[config.mk]
export PLATFORM = sky130hd
export DESIGN_NAME = cpu_sequencer
export DESIGN_NICKNAME = d
export VERILOG_FILES = /design/src/rtl/cpu_sequencer.sv
export SDC_FILE = /design/constraint.sdc
export NUM_CORES = 1
export LEC_CHECK = 0
export CAP_MARGIN = 20
export CORE_MARGIN = 3
export CORE_UTILIZATION = 40
export CTS_BUF_LIST = sky130_fd_sc_hd__clkbuf_8
export CTS_CLUSTER_DIAMETER = 100
export DETAILED_ROUTE_END_ITERATION = 10
export PLACE_DENSITY = 0.78
export SLEW_MARGIN = 10
export SYNTH_ARGS = -nofsm -noshare
export SYNTH_HDL_FRONTEND = slang
export SYNTH_SLANG_ARGS = --single-unit
[constraint.sdc]
create_clock -name clk -period 1.7 [get_ports clk]
set_input_delay 0.255 -clock clk [delete_from_list [all_inputs] [get_ports clk]]
set_output_delay 0.255 -clock clk [all_outputs]
set_load 0.005 [all_outputs]
[src/rtl/cpu_sequencer.sv]
// cpu_sequencer: control sequencer for a small 8-bit CPU.
// It walks the reset vector, fetches opcodes, and steps through IMPLIED, IMM,
// ABS_LD, ABS_ST and JMP_ABS instruction timing.
// All outputs are a combinational decode of the current state, the decoder
// inputs (or their captured copies) and rdy.
// Handshake: rdy is the memory's valid/ready reply to a read cycle
// (mem_read=1). rdy=1 completes the read: strobes fire and the state advances.
// rdy=0 holds the state and the address and suppresses every strobe.
// Cycles without a read (mem_read=0) never wait on rdy.
module cpu_sequencer (
  input  logic       clk,
  input  logic       rst_n,
  input  logic       rdy,
  input  logic [2:0] op_class,
  input  logic [1:0] op_dst,
  input  logic       op_alu,
  output logic       mem_read,
  output logic [1:0] addr_sel,
  output logic       vec_hi,
  output logic       IR_ld,
  output logic       PCL_ld,
  output logic       PCH_ld,
  output logic       pc_inc,
  output logic       DL_ld,
  output logic       DH_ld,
  output logic       alu_en,
  output logic       store_en,
  output logic       pcl_src,
  output logic [2:0] reg_ld,
  output logic       sync,
  output logic       illegal,
  output logic [2:0] t_state
);

  typedef enum logic [2:0] {
    RV_L   = 3'd0,
    RV_H   = 3'd1,
    FETCH  = 3'd2,
    DECODE = 3'd3,
    ADDR_H = 3'd4,
    EXEC   = 3'd5,
    LOAD   = 3'd6,
    STORE  = 3'd7
  } state_t;

  localparam logic [2:0] C_IMPLIED = 3'b000;
  localparam logic [2:0] C_IMM     = 3'b001;
  localparam logic [2:0] C_ABS_LD  = 3'b010;
  localparam logic [2:0] C_ABS_ST  = 3'b011;
  localparam logic [2:0] C_JMP_ABS = 3'b100;

  state_t     state;
  state_t     next_state;
  logic [2:0] cls_q;
  logic [1:0] dst_q;
  logic       alu_q;

  // Destination code to one-hot register load; code 11 loads nothing.
  function automatic logic [2:0] dst_onehot(input logic [1:0] dst);
    case (dst)
      2'b00:   dst_onehot = 3'b001;
      2'b01:   dst_onehot = 3'b010;
      2'b10:   dst_onehot = 3'b100;
      default: dst_onehot = 3'b000;
    endcase
  endfunction

  // State register and capture of the decoder fields while in DECODE.
  always_ff @(posedge clk) begin
    if (!rst_n) begin
      state <= RV_L;
      cls_q <= 3'b000;
      dst_q <= 2'b00;
      alu_q <= 1'b0;
    end else begin
      state <= next_state;
      if (state == DECODE) begin
        cls_q <= op_class;
        dst_q <= op_dst;
        alu_q <= op_alu;
      end
    end
  end

  // Output decode and next-state logic, with stall and reset gating applied last.
  always_comb begin
    next_state = state;
    mem_read   = 1'b0;
    addr_sel   = 2'b00;
    vec_hi     = 1'b0;
    IR_ld      = 1'b0;
    PCL_ld     = 1'b0;
    PCH_ld     = 1'b0;
    pc_inc     = 1'b0;
    DL_ld      = 1'b0;
    DH_ld      = 1'b0;
    alu_en     = 1'b0;
    store_en   = 1'b0;
    pcl_src    = 1'b0;
    reg_ld     = 3'b000;
    sync       = 1'b0;
    illegal    = 1'b0;
    t_state    = state;

    case (state)
      RV_L: begin
        mem_read   = 1'b1;
        addr_sel   = 2'b10;
        PCL_ld     = 1'b1;
        next_state = RV_H;
      end
      RV_H: begin
        mem_read   = 1'b1;
        addr_sel   = 2'b10;
        vec_hi     = 1'b1;
        PCH_ld     = 1'b1;
        next_state = FETCH;
      end
      FETCH: begin
        mem_read   = 1'b1;
        IR_ld      = 1'b1;
        pc_inc     = 1'b1;
        sync       = 1'b1;
        next_state = DECODE;
      end
      DECODE: begin
        case (op_class)
          C_IMPLIED: begin
            reg_ld     = dst_onehot(op_dst);
            alu_en     = op_alu;
            next_state = FETCH;
          end
          C_IMM: begin
            mem_read   = 1'b1;
            DL_ld      = 1'b1;
            pc_inc     = 1'b1;
            next_state = EXEC;
          end
          C_ABS_LD, C_ABS_ST, C_JMP_ABS: begin
            mem_read   = 1'b1;
            DL_ld      = 1'b1;
            pc_inc     = 1'b1;
            next_state = ADDR_H;
          end
          default: begin
            illegal    = 1'b1;
            next_state = FETCH;
          end
        endcase
      end
      ADDR_H: begin
        mem_read = 1'b1;
        pc_inc   = 1'b1;
        case (cls_q)
          C_ABS_LD: begin
            DH_ld      = 1'b1;
            next_state = LOAD;
          end
          C_ABS_ST: begin
            DH_ld      = 1'b1;
            next_state = STORE;
          end
          C_JMP_ABS: begin
            // High byte comes off the bus, low byte from DL: PC is replaced, not bumped.
            PCH_ld     = 1'b1;
            PCL_ld     = 1'b1;
            pcl_src    = 1'b1;
            pc_inc     = 1'b0;
            next_state = FETCH;
          end
          default: next_state = FETCH;
        endcase
      end
      EXEC: begin
        reg_ld     = dst_onehot(dst_q);
        alu_en     = alu_q;
        next_state = FETCH;
      end
      LOAD: begin
        mem_read   = 1'b1;
        addr_sel   = 2'b01;
        reg_ld     = dst_onehot(dst_q);
        alu_en     = alu_q;
        next_state = FETCH;
      end
      STORE: begin
        addr_sel   = 2'b01;
        store_en   = 1'b1;
        next_state = FETCH;
      end
      default: next_state = RV_L;
    endcase

    // A read waiting on memory: hold state and address, drop all strobes.
    // sync is only ever set in FETCH, so it is left as decoded.
    if (mem_read && !rdy) begin
      next_state = state;
      IR_ld      = 1'b0;
      PCL_ld     = 1'b0;
      PCH_ld     = 1'b0;
      pc_inc     = 1'b0;
      DL_ld      = 1'b0;
      DH_ld      = 1'b0;
      alu_en     = 1'b0;
      store_en   = 1'b0;
      pcl_src    = 1'b0;
      reg_ld     = 3'b000;
    end

    // Reset held low: everything visible is quiet, including t_state.
    if (!rst_n) begin
      mem_read = 1'b0;
      addr_sel = 2'b00;
      vec_hi   = 1'b0;
      IR_ld    = 1'b0;
      PCL_ld   = 1'b0;
      PCH_ld   = 1'b0;
      pc_inc   = 1'b0;
      DL_ld    = 1'b0;
      DH_ld    = 1'b0;
      alu_en   = 1'b0;
      store_en = 1'b0;
      pcl_src  = 1'b0;
      reg_ld   = 3'b000;
      sync     = 1'b0;
      illegal  = 1'b0;
      t_state  = 3'd0;
    end
  end

endmodule

# Yosys cells after proc, flatten, opt, wreduce, memory -nomap -nowiden
# Cells that the tools add are included.
totals:
  input_bits: 9
  regBits: 9
  output_inout_bits: 21
classes:
  reduce_logical: 15
  eq_ne: 18
  muxes: 52
op_table:
  columns: ["cell", "n"]
  rows:
  - ["$mux W1", 35]
  - ["$eq A3 B2 Y1 const B", 6]
  - ["$eq A3 B3 Y1 const B", 6]
  - ["$pmux W3 S2", 3]
  - ["$pmux W3 S3", 2]
  - ["$pmux W3 S5", 1]
  - ["$mux W3", 4]
  - ["$reduce_or A5 Y1", 2]
  - ["$pmux W1 S2", 4]
  - ["$reduce_or A2 Y1", 4]
  - ["$reduce_or A4 Y1", 2]
  - ["$eq A3 B1 Y1 const B", 2]
  - ["$logic_not A3 Y1", 2]
  - ["$eq A2 B1 Y1 const B", 2]
  - ["$eq A2 B2 Y1 const B", 2]
  - ["$logic_not A2 Y1", 2]
  - ["$pmux W2 S2", 1]
  - ["$pmux W1 S3", 1]
  - ["$reduce_or A3 Y1", 1]
  - ["$mux W2", 1]
  - ["$logic_and A1 B1 Y1", 1]
  - ["$logic_not A1 Y1", 1]

# Depth between registers and ports, before layout
depth:
  word_depth: 7
  depth_mapped: 5
  mapped_depth_nobuf: 4

# Worst setup path after synthesis
# Ideal clock, no wire load.
synth_path:
  path_type: "input -> output"
  startpoint: "in op_class[2]"
  endpoint: "out reg_ld[1]"
  required_ns: 1.445
  slack_ns: -0.008
  path_buffers: 1
  cell_stages: 5
  arrival_ns: 1.453
  path_cell_list: "buf_6 > or4b_4 > and3_4 > a211o_1 > a21oi_1"
synth_via:
  elab_chain_len: 7
  elab_cells_between_ends: 13
  cone_classes: "eq/ne: 4; mux: 6; reduce/logical: 3"
synth_lines:
  columns: ["element", "line", "rtl"]
  rows:
  - ["start: declaration", "14", "input logic [2:0] op_class,"]
  - ["$eq A3 B2 Y1, or another cell as far along", "127", "case (op_class)"]
  - ["$reduce_or A4 Y1 (no source line)", null, null]
  - ["$mux W1", "127", null]
  - ["$pmux W1 S2", "105", "case (state)"]
  - ["$logic_and A1 B1 Y1", "196", "if (mem_read && !rdy) begin"]
  - ["$mux W3 *", "196", null]
  - ["$mux W3 *", "211", "if (!rst_n) begin"]
  - ["end: declaration", "29", "output logic [2:0] reg_ld,"]
# Every way passes the cells marked *; elsewhere a longest branch is shown, timed or not.

# Final worst setup path
layout_path:
  startpoint: "reg state[1]"
  endpoint: "out reg_ld[1]"
layout_via:
  elab_chain_len: 6
  elab_cells_between_ends: 14
  cone_classes: "eq/ne: 6; mux: 4; reduce/logical: 4"
layout_lines:
  columns: ["element", "line", "rtl"]
  rows:
  - ["start: declaration", "52", "state_t state;"]
  - ["start signal: assignment", "76", "state <= next_state;"]
  - ["$eq A3 B3 Y1, or another cell as far along", "105", null]
  - ["$reduce_or A5 Y1 (no source line)", null, null]
  - ["$pmux W1 S2", "105", null]
  - ["$logic_and A1 B1 Y1", "196", null]
  - ["$mux W3 *", "196", null]
  - ["$mux W3 *", "211", null]
# Marks and branches as above.

==> metrics.cfg <==
[sta]
rsz0062_at_grt=yes
fmax_mhz=495.9
tightest_slew_ns=0.4268
finalCriticalPeriod_ns=2.016
setup_ws_ns=-0.3164
setup_viol=13
maxSlewHeadroom_pct=71.34
drv_slew=0
finalHoldViolations=0
post-route-period-util_pct=118.6
fin_skew_ns=0.006143

[outcome]
status=finished with violations
violations=setup timing

[floorplan]
die_area_sq_um=2429
ioPinCount=30
fp.dieW_microns=49.29
core_sq_um=1745
core.rowCount=15
initial_utilization_pct=42.94
dieHeight_microns=49.29

[power]
p_per_area_nw_per_um2=493.9
leakagePower_nw=0.6729
vdd_drop_max_mv=0.6406

[final_layout]
stdcell_count=202
area_delta_synth_final_pct=103.7
postLayoutCellArea_sq_um=1526
n_antenna_cell=0
drive_gt1_share_pct=57.06
final_nets=187
layout.cells.most_common=buf_4
n_fill_cell=82
layout_common_cells=buf_4, nand2_1, buf_2

[global_routing]
grt_pass1_vias=1059
globalRouteOverflowTotal=0
grt_util_all_layers_pct=26.20
antenna_found_initial=0
grt_max_degree=12
grt_pass1_wl_microns=4940

[clock_tree]
clock_latency_ns=0.24
cts.sinks=9
numCtsBuffers=3
clockBufferDepth=2
cts.clk_slew.worst_paths_ns=0.05
htreeDepth=1
cts_tree=yes
cts_root_buf=clkbuf_8

[routing]
drt_pre_antenna_iters=4
vias=1157
route.final.wire_length_microns=3813
vias_per_cell=5.728
drc_errors=0
antenna_left=0
drt-initial-drc-count=50
routedWlPerCell_microns=18.88

[worst_setup_path]
crit_fanout=3
cp_cell_sequence=or4b_4, and3_4, a211o_1, a21oi_2, buf_2
crit_path_start_kind=register
end_kind=output port
crit_slowest_cell=or4b_4
ff2ff_path_depth=9
critPathMaxStageDelay_ns=0.46
cp.required_ns=1.44
cp_data_arrival_time_ns=1.76
critPathKind=reg -> out

[synthesis]
synth_area_sq_um=749.5
synth_top_cell_by_area=dfxtp_1
ys_seq_area_share_pct=24.04
ys_seq_elements=9
async_reset_ff_share_pct=0
synthTopCellsByArea=dfxtp_1, nand2_1, a21oi_1, nor2_1, nor3_1
yosys.area.top_type_share_pct=24.04
synth.distinct_cells=35
synth_cells=108
synth-edff-count=0
syn-num-nets=117
synth_warnings=0
synth_top_flop_cell=dfxtp_1
syn_avg_cell_area_sq_um=6.940

[hold_path]
min_path_cells=3
min_path_type=in -> reg

[placed_design]
place_inst=185
gp_congestion=0.8740
port_buffers=29
placed_cell_area_sq_um=1255
hpwlAfterDp_microns=1928

[job]
drv_cap=0

## worst max-delay path, delay by kind of cell (launching register included)
kind	cells	cell delay (ns)
simple gates	2	0.63
flops	1	0.34
buf+inv	1	0.12
compound gates	2	0.43
## power by group
group          internal (mW)  switching, mW  leakage (nW)
clock network          0.161         0.0940        0.0255
registers              0.219        0.00728        0.0745
logic                  0.136          0.138         0.573
## per-stage QoR
stage | setup slack [ns] | setup TNS (ns) | hold WS [ns] | power [mW] | util [%]
after floorplan | -0.007777 | -0.01555 | 0.3910 | 0.3033 | -
after global placement | -0.9482 | -9.657 | 0.4517 | 0.4116 | 71.90
after detailed placement | -1.002 | -10.37 | 0.4721 | 0.4151 | 71.90
after CTS | -0.2625 | -1.037 | 0.4312 | 0.6940 | 79.28
after global routing | -0.3715 | -2.878 | 0.4926 | 0.7781 | 87.46
final | -0.3164 | -2.122 | 0.4628 | 0.7539 | 87.46
## worst paths after layout
kind / slack, ns / from / to
setup / recovery: -0.32 / state[1] / reg_ld[1]
hold / removal: 0.46 / op_class[2] / cls_q[2]
setup reg to reg: -0.11 / state[1] / state[0]
hold reg to reg: 0.47 / alu_q / alu_q
## sequential cells by signal, indices dropped and copies added, names as in the netlist
signal / flops
dst_q: 2
alu_q: 1
state: 3
cls_q: 3
## cell families after synthesis
kind of cell	share of synthesized area, %
AOI/OAI and AO/OA	20.37
xor gates and xnor gates	2.338
adders and majority gates	1.336
buffers and inverters	8.513
DFF	24.04
and+or+nand+nor	43.41
## cells in the mapped netlist (3+ instances only)
library cell   n
nand2_1       19
dfxtp_1        9
nand3b_1       3
nor2_1        10
inv_1          4
clkbuf_1       3
a21oi_1       13
and2_1         4
o21ai_0        3
nor3_1         7
## timing repair
item / CTS / global route
hold buffers: 0 / 0
endpoints found under the setup margin: 22 / 16
pin swaps: 10 / 16
setup buffers: 5 / 9
resized for setup: 81 / 51
## area by class of cell
class / instances / area [sq um] / area share [%]
clock buffer: 3 / 41.29 / 2.705
inverter: 4 / 27.53 / 1.803
tap: 25 / 31.28 / 2.049
sequential: 9 / 186.4 / 12.21
clock inverter: 1 / 5.005 / 0.3279
multi-input combinational: 87 / 656.9 / 43.03
timing repair buffer: 73 / 578.1 / 37.87
## routing by layer
metal  up-vias  wire (microns)  global-route usage [%]
met5         -               0                       0
met4         0             172                   11.37
met3        19             337                   2.446
met2        81            1819                   44.64
met1       536            1485                   33.09
li1        521               -                       -
(Power assumes the default switching activity.)
